### src/rtl/adc_pkg.sv
// Shared types and constants for the serial ADC frame reader.
// Build option LEADING_ZERO_CHECK_EN is consumed by the channel and top modules.
package adc_pkg;

    typedef enum logic [1:0] {
        ST_IDLE    = 2'd0,
        ST_CONVERT = 2'd1,
        ST_QUIET   = 2'd2
    } state_t;

    localparam int DEF_FRAME_BITS   = 16;
    localparam int DEF_DATA_BITS    = 12;
    localparam int DEF_NUM_CH       = 2;
    localparam int DEF_QUIET_CYCLES = 1;

    // Counter width for a count of n, never narrower than one bit.
    function automatic int cnt_width(input int n);
        return (n > 1) ? $clog2(n) : 1;
    endfunction

endpackage

### src/rtl/adc_shift_channel.sv
// One serial data lane: MSB-first shift register and sample slice.
// With LEADING_ZERO_CHECK_EN defined, also flags any 1 in the leading frame bits.
module adc_shift_channel
    import adc_pkg::*;
#(
    parameter int FRAME_BITS = DEF_FRAME_BITS,
    parameter int DATA_BITS  = DEF_DATA_BITS
) (
    input  logic                 clk,
    input  logic                 rst_n,
    input  logic                 shift_en,
    input  logic                 sdata,
`ifdef LEADING_ZERO_CHECK_EN
    output logic                 lead_err,
`endif
    output logic [DATA_BITS-1:0] sample
);

    logic [FRAME_BITS-1:0] shift_r;
    logic [FRAME_BITS-1:0] next_s;
    logic                  unused_msb_s;

    // The sample view includes the bit arriving on this edge, so the final bit
    // of a frame lands in the output register on the same edge it is shifted.
    assign next_s       = {shift_r[FRAME_BITS-2:0], sdata};
    assign sample       = next_s[DATA_BITS-1:0];
    assign unused_msb_s = shift_r[FRAME_BITS-1];

    // Shift register: one new bit per edge while the frame is active.
    always_ff @(posedge clk or negedge rst_n) begin
        if (!rst_n) begin
            shift_r <= '0;
        end else if (shift_en) begin
            shift_r <= next_s;
        end else begin
            shift_r <= shift_r;
        end
    end

`ifdef LEADING_ZERO_CHECK_EN
    generate
        if (FRAME_BITS > DATA_BITS) begin : g_lead
            assign lead_err = |next_s[FRAME_BITS-1:DATA_BITS];
        end else begin : g_no_lead
            assign lead_err = 1'b0;
        end
    endgenerate
`endif

endmodule

### src/rtl/adc_serial_frame_reader.sv
// CS framing, bit counting and parallel sample capture for AD7476-class ADCs.
// Define LEADING_ZERO_CHECK_EN to add the ERR output (non-zero leading bits).
module adc_serial_frame_reader
    import adc_pkg::*;
#(
    parameter int FRAME_BITS   = DEF_FRAME_BITS,
    parameter int DATA_BITS    = DEF_DATA_BITS,
    parameter int NUM_CH       = DEF_NUM_CH,
    parameter int QUIET_CYCLES = DEF_QUIET_CYCLES
) (
    input  logic                        SCLK,
    input  logic                        RST_N,
    input  logic                        START,
    input  logic                        CONTINUOUS,
    input  logic [NUM_CH-1:0]           SDATA,
    output logic                        CS,
`ifdef LEADING_ZERO_CHECK_EN
    output logic [NUM_CH-1:0]           ERR,
`endif
    output logic [NUM_CH*DATA_BITS-1:0] DATA,
    output logic                        VALID,
    output logic                        BUSY
);

    localparam int CW = cnt_width(FRAME_BITS);
    localparam int QW = cnt_width(QUIET_CYCLES);
    localparam logic [CW-1:0] LAST_BIT   = CW'(FRAME_BITS - 1);
    localparam logic [QW-1:0] LAST_QUIET = QW'(QUIET_CYCLES - 1);

    state_t                        state_r;
    logic [CW-1:0]                 bit_cnt_r;
    logic [QW-1:0]                 quiet_cnt_r;
    logic                          cs_r;
    logic                          valid_r;
    logic                          busy_r;
    logic [NUM_CH*DATA_BITS-1:0]   data_r;
    logic [NUM_CH*DATA_BITS-1:0]   sample_s;
    logic                          shift_en_s;
    logic                          go_s;

    assign shift_en_s = (state_r == ST_CONVERT);
    assign go_s       = START | CONTINUOUS;

`ifdef LEADING_ZERO_CHECK_EN
    logic [NUM_CH-1:0] lead_s;
    logic [NUM_CH-1:0] err_r;
    assign ERR = err_r;
`endif

    generate
        for (genvar k = 0; k < NUM_CH; k++) begin : g_ch
            adc_shift_channel #(
                .FRAME_BITS (FRAME_BITS),
                .DATA_BITS  (DATA_BITS)
            ) u_ch (
                .clk      (SCLK),
                .rst_n    (RST_N),
                .shift_en (shift_en_s),
                .sdata    (SDATA[k]),
`ifdef LEADING_ZERO_CHECK_EN
                .lead_err (lead_s[k]),
`endif
                .sample   (sample_s[k*DATA_BITS +: DATA_BITS])
            );
        end
    endgenerate

    // Frame FSM with registered CS/BUSY/VALID and the captured sample bank.
    always_ff @(posedge SCLK or negedge RST_N) begin
        if (!RST_N) begin
            state_r     <= ST_IDLE;
            bit_cnt_r   <= '0;
            quiet_cnt_r <= '0;
            cs_r        <= 1'b1;
            valid_r     <= 1'b0;
            busy_r      <= 1'b0;
            data_r      <= '0;
`ifdef LEADING_ZERO_CHECK_EN
            err_r       <= '0;
`endif
        end else begin
            valid_r <= 1'b0;
            case (state_r)
                ST_IDLE: begin
                    if (go_s) begin
                        state_r   <= ST_CONVERT;
                        cs_r      <= 1'b0;
                        busy_r    <= 1'b1;
                        bit_cnt_r <= '0;
                    end else begin
                        cs_r   <= 1'b1;
                        busy_r <= 1'b0;
                    end
                end
                ST_CONVERT: begin
                    if (bit_cnt_r == LAST_BIT) begin
                        state_r     <= ST_QUIET;
                        bit_cnt_r   <= '0;
                        quiet_cnt_r <= '0;
                        cs_r        <= 1'b1;
                        data_r      <= sample_s;
                        valid_r     <= 1'b1;
`ifdef LEADING_ZERO_CHECK_EN
                        err_r       <= lead_s;
`endif
                    end else begin
                        bit_cnt_r <= bit_cnt_r + CW'(1);
                    end
                end
                ST_QUIET: begin
                    // START/CONTINUOUS only matter on the last quiet cycle.
                    if (quiet_cnt_r == LAST_QUIET) begin
                        if (go_s) begin
                            state_r <= ST_CONVERT;
                            cs_r    <= 1'b0;
                        end else begin
                            state_r <= ST_IDLE;
                            busy_r  <= 1'b0;
                        end
                    end else begin
                        quiet_cnt_r <= quiet_cnt_r + QW'(1);
                    end
                end
                default: begin
                    state_r   <= ST_IDLE;
                    bit_cnt_r <= '0;
                    cs_r      <= 1'b1;
                    busy_r    <= 1'b0;
                end
            endcase
        end
    end

    assign CS    = cs_r;
    assign DATA  = data_r;
    assign VALID = valid_r;
    assign BUSY  = busy_r;

endmodule
### config.mk
export PLATFORM = sky130hd
export DESIGN_NAME = adc_serial_frame_reader
export DESIGN_NICKNAME = d
export VERILOG_FILES = /design/src/rtl/adc_pkg.sv /design/src/rtl/adc_shift_channel.sv /design/src/rtl/adc_serial_frame_reader.sv
export SDC_FILE = /design/constraint.sdc
export NUM_CORES = 1
export LEC_CHECK = 0
export CAP_MARGIN = 10
export CORE_MARGIN = 3
export CORE_UTILIZATION = 53
export DETAILED_ROUTE_END_ITERATION = 7
export PLACE_DENSITY = 0.78
export SLEW_MARGIN = 20
export SYNTH_ARGS = -nofsm -noshare
export SYNTH_HDL_FRONTEND = slang
export SYNTH_SLANG_ARGS = --single-unit
export TNS_END_PERCENT = 1
### constraint.sdc
create_clock -name SCLK -period 2 [get_ports SCLK]
set_clock_uncertainty 0.15 [all_clocks]
set_input_delay 0.4 -clock SCLK [delete_from_list [all_inputs] [get_ports SCLK]]
set_output_delay 0.4 -clock SCLK [all_outputs]
set_load 0.01 [all_outputs]
# Word level (Yosys, flattened, before mapping)
# Cells that the tools add are included.
[op_classes] n_reduce_logical=8 bitwise=3 n_eq_ne=8 muxes=22 addsub=2
[op_table] operator="$mux W1" count=12
[op_table] operator="$pmux W4 S3" count=1
[op_table] operator="$ne A2 B2 Y1 const B" count=5
[op_table] operator="$reduce_and A3 Y1" count=3
[op_table] operator="$mux W4" count=2
[op_table] operator="$mux W2" count=3
[op_table] operator="$pmux W1 S3" count=2
[op_table] operator="$pmux W2 S3" count=1
[op_table] operator="$reduce_and A2 Y1" count=3
[op_table] operator="$add A4 B1 Y4 const B" count=1
[op_table] operator="$eq A4 B4 Y1 const B" count=1
[op_table] operator="$eq A2 B1 Y1 const B" count=1
[op_table] operator="$eq A2 B2 Y1 const B" count=1
[op_table] operator="$logic_not A2 Y1" count=1
[op_table] operator="$not A1 Y1" count=2
[op_table] operator="$pmux W1 S2" count=1
[op_table] operator="$reduce_bool A2 Y1" count=1
[op_table] operator="$add A1 B1 Y1 const B" count=1
[op_table] operator="$or A1 B1 Y1" count=1
[word_totals] out_inout_bits=27 reg_bits=56 input_bits=6 word_cells=52

# Depth between registers and ports, before layout
[depth] word_depth=4 depth_mapped=5 ltp_nobuf=4

# By module
# Synthesis repeated with hierarchy kept, for this count alone.
[hier_totals] cells_unflattened=136 hier_area_um2=2316.0
[by_module_without_submodules] module="adc_serial_frame_reader" seq_area_each_um2=827.0 cells_each=88 area_per_inst_um2=1405.1 n_inst=1
[by_module_without_submodules] module="adc_shift_channel" seq_area_each_um2=275.3 cells_each=24 area_per_inst_um2=455.4 n_inst=2

# Worst setup path before layout
# OpenSTA, ideal clock, no wires.
[synth_timing] path_kind="register to register" startpoint="reg bit_cnt_r[0]" endpoint="reg data_r[10], in the netlist DATA[10]" synth_period_minus_slack_ns=1.588 path_buffers=1 setup_time_ns=0.125 setup_slack_ns=0.412 required_time_ns=1.725 path_stages_with_launch=6 arrival_ns=1.313 cell_sequence="dfrtp_1 > ha_1 > nand3_2 > nor2_8 > buf_12 > mux2_4"
[synth_between] elab_chain_len=2
[synth_rtl] element="from (decl)" line_no="adc_serial_frame_reader.sv:31" rtl="logic [CW-1:0] bit_cnt_r;"
[synth_rtl] element="from (signal assigned)" line_no="adc_serial_frame_reader.sv:107" rtl="bit_cnt_r <= bit_cnt_r + CW'(1);"
[synth_rtl] element="$eq A4 B4 Y1" line_no="adc_serial_frame_reader.sv:96" rtl="if (bit_cnt_r == LAST_BIT) begin"
[synth_rtl] element="$reduce_and A2 Y1 (no line)"
[synth_rtl] element="to (signal assigned)" line_no="adc_serial_frame_reader.sv:101" rtl="data_r <= sample_s;"
[synth_rtl] element="to (decl)" line_no="adc_serial_frame_reader.sv:36" rtl="logic [NUM_CH*DATA_BITS-1:0] data_r;"
# No other way between the ends.
# A chain may end at the register's enable or synchronous reset.

# Worst setup path after layout
[layout_timing] startpoint="reg cs_r, in the netlist CS" endpoint="out CS"
[layout_rtl] element="from (decl)" line_no="adc_serial_frame_reader.sv:33" rtl="logic cs_r;"
[layout_rtl] element="from (signal assigned)" line_no="adc_serial_frame_reader.sv:74" rtl="cs_r <= 1'b1;"
[layout_rtl] element="from (signal assigned)" line_no="adc_serial_frame_reader.sv:87" rtl="cs_r <= 1'b0;"
[layout_rtl] element="from (signal assigned)" line_no="adc_serial_frame_reader.sv:91" rtl="cs_r <= 1'b1;"
[layout_rtl] element="to (decl)" line_no="adc_serial_frame_reader.sv:16" rtl="output logic CS,"
# No word-level cell between the ends.

==> run_results.csv <==
group,metric,value,unit
setup_path,cpLargestDelayFamily,"flip-flops",
setup_path,worstSetupEndpointType,"output port",
route,drtAntennaViolNets,0,
layout,layout_common_cells,"nand2_1, dfrtp_1, clkdlybuf4s50_1, mux2_4",
yosys,synth-simple-area-share,14.9,%
power_and_ir_drop,seq_power_share,46.4,%
grt,grt_max_degree,56,
grt,grt_util_all_layers,17.1,%
setup_path,critPathLaunch,"CS",
placed_design,gp_congestion,0.713,
setup_path,crit_type,"register to output port",
yosys,synth_nets,185,
route,vias,1364,
layout,final_nets,222,
clock_network,path_clk_slew,90,ps
layout,drive_gt1_share,19.0,%
clock_network,tritoncts,"done",
yosys,synth-seq-cells,55,
sta,period_minus_slack,1920,ps
power_and_ir_drop,p_leak,1.30,nW
sta,setup_violations,0,
floorplan,die_x,70.9,um
route,drc_errors,0,
grt,grt_pass1_vias,1414,
setup_path,ff2ff_path_depth,5,
yosys,synth_mux_area_share,15.8,%
layout,fill_cells,265,
power_and_ir_drop,p_clk_share,13.9,%
floorplan,dieArea,0.00503,mm2
setup_path,cp_cell_sequence,"clkdlybuf4s50_1",
setup_path,r2r-end,"DATA[5]",
power_and_ir_drop,p_switching,1.43,mW
setup_path,cp-endpoint,"CS",
power_and_ir_drop,power.internal,2.83,mW
yosys,syn-cell-area,0.00223,mm2
placed_design,io_buffers,32,
setup_path,max_stage_delay,550,ps
min_path,hp-class,"register to register",
clock_network,cts_root_buf,"clkbuf_8",
yosys,ys_warn_count,0,
yosys,synth_compound_gate_area_share,3.31,%
clock_network,worstSkewPairLatency,300,ps
yosys,synth_top_family_by_area,"multiplexers",
yosys,synth_xor_area_share,0.392,%
yosys,synthesis.instances,178,
clock_network,clock_sinks,55,
route,viasPerCell,5.17,
clock_network,htreeDepth,2,
route,drt_iter0_markers,82,
power_and_ir_drop,power.share.switching,33.5,%
yosys,synth.distinct_cells,30,
yosys,synth_ff_type,"dfrtp_1",
yosys,synth_fa_ha_area_share,0.561,%
grt,overflow,0,
grt,antenna_found_initial,0,
yosys,ys_seq_area_share,61.7,%
sta,tns,0,ps
floorplan,rows,22,
setup_path,worst-path-stages,1,
power_and_ir_drop,combPwrFrac,39.6,%
setup_path,rrSetupSlack,320,ps
sta,maxSlewHeadroom,68.2,%
floorplan,core_area,0.00385,mm2
yosys,synth_edf_count,0,
outcome,status,"finished, final reports clean",
run,maxCapViolations,0,
layout,fin_util,70.2,%
layout,final_common_cell,"nand2_1",
setup_path,path_buf_inv,1,
sta,clock.fmax,519,MHz
floorplan,die_h,70.9,um
yosys,ys_async_sr_fraction,100,%
floorplan,initial_core_util,57.9,%
sta,finalCritPeriodShare,96.2,%
power_and_ir_drop,p_per_area,1580,mW/mm2
setup_path,cp_max_fo,3,
setup_path,critPathLaunchType,"register",
setup_path,r2r_start,"bit_cnt_r[0]",
clock_network,numCtsBuffers,5,
sta,rsz0062_at_grt,"false",
sta,slew_violations,0,
setup_path,slowest_stage,"dfstp_2",
layout,area_delta_synth_final,21.2,%
clock_network,ctsResizeCount,0,
clock_network,cts_max_path_buffers,2,
route,postRouteWirelength,3830,um
floorplan,io_pins,33,
sta,finalHoldViolations,0,
sta,worstMarginPinSlew,477,ps
layout,antenna_cells,0,
yosys,synth.avg_cell_area,12.5,um2
placed_design,hpwl,2700,um
setup_path,crit_arrival,1370,ps
setup_path,cp.required,1450,ps
power_and_ir_drop,irDropWorstVdd,739,uV
route,wl_per_cell,14.5,um
route,drt_pass1_iterations,4,
grt,grt_first_pass_wirelength,6780,um
==> logic make-up after synthesis <==
logic type               after synthesis
AND/OR/NAND/NOR                       78
flip-flops                            55
multiplexers                          25
AO/OA/AOI/OAI                          9
buffers and inverters                  9
XOR/XNOR                               1
adder cells (fa/ha/maj)                1
==> stage by stage <==
step	cell area (um2)	hold WS, ps	instances	power [mW]	setup WS [ps]
floorplan	2230	-45.6	178	2.95	412
global placement	2610	261	255	3.61	307
detailed placement	2610	268	255	3.71	264
CTS	2710	351	264	4.32	61.7
global route	2710	381	264	4.57	36.1
finish	2710	348	264	4.26	75.0
==> timing repair <==
action | CTS | global route
endpoints found under the hold margin | 54 | 0
setup buffers | 0 | 0
hold buffers | 1 | 0
==> state kept, by name, summed over array words and instances, names as in the netlist <==
register	flops
BUSY	1
CS	1
DATA	24
VALID	1
bit_cnt_r	4
g_ch.u_ch.shift_r	22
state_r	2
==> power by group through the flow <==
stage          Combinational (mW)  Sequential, mW  Clock [mW]
2_1_floorplan               0.904            2.04           0
3_3_place_gp                 1.64            1.97           0
3_5_place_dp                 1.71            2.01           0
4_1_cts                      1.72            1.99       0.607
5_1_grt                      1.87            2.06       0.642
6_report                     1.69            1.98       0.594
==> layer usage <==
metal,global-route usage (%),wire length [um],vias up
met4,4.80,29,0
li1,-,-,649
met1,21.8,1710,685
met2,29.1,1960,25
met5,0,0,-
met3,3.98,129,5
==> worst register-to-register path: cells and delay by family, from the launching register on <==
family | cells | cell delay, ps
flops | 1 | 400
mux | 1 | 350
simple gates | 2 | 300
buf+inv | 1 | 170
fa+ha+maj | 1 | 210
==> cells in the mapped netlist, types with 2 or more instances <==
cell / number / area share, %
buf_12: 2 / 1.8
buf_2: 2 / 0.45
clkbuf_1: 3 / 0.50
dfrtp_1: 54 / 61
mux2_2: 5 / 2.5
mux2_4: 19 / 13
nand2_1: 68 / 11
nor2_1: 2 / 0.34
nor2b_1: 2 / 0.56
==> how the worst min path moves through the flow <==
stage | endpoint | slack (ps) | cells after the start | from
floorplan | BUSY | -50 | 0 | RST_N
global placement | DATA[9] | 260 | 2 | RST_N
detailed placement | DATA[8] | 270 | 2 | RST_N
CTS | g_ch[0].u_ch.shift_r[4] | 350 | 2 | g_ch[0].u_ch.shift_r[3]
global route | bit_cnt_r[0] | 380 | 1 | bit_cnt_r[0]
finish | g_ch[0].u_ch.shift_r[4] | 350 | 2 | g_ch[0].u_ch.shift_r[3]
==> layout make-up <==
| class | instances | area, um2 | share of cell area, % |
|---|---|---|---|
| well taps | 48 | 60.1 | 2.22 |
| clock inverters | 2 | 12.5 | 0.463 |
| flip-flops and latches | 55 | 1380 | 50.9 |
| clock buffers | 6 | 72.6 | 2.68 |
| repair buffers | 38 | 400 | 14.8 |
| multi-input cells | 114 | 778 | 28.8 |
| inverters | 1 | 3.75 | 0.139 |
(Power assumes the default switching activity.)
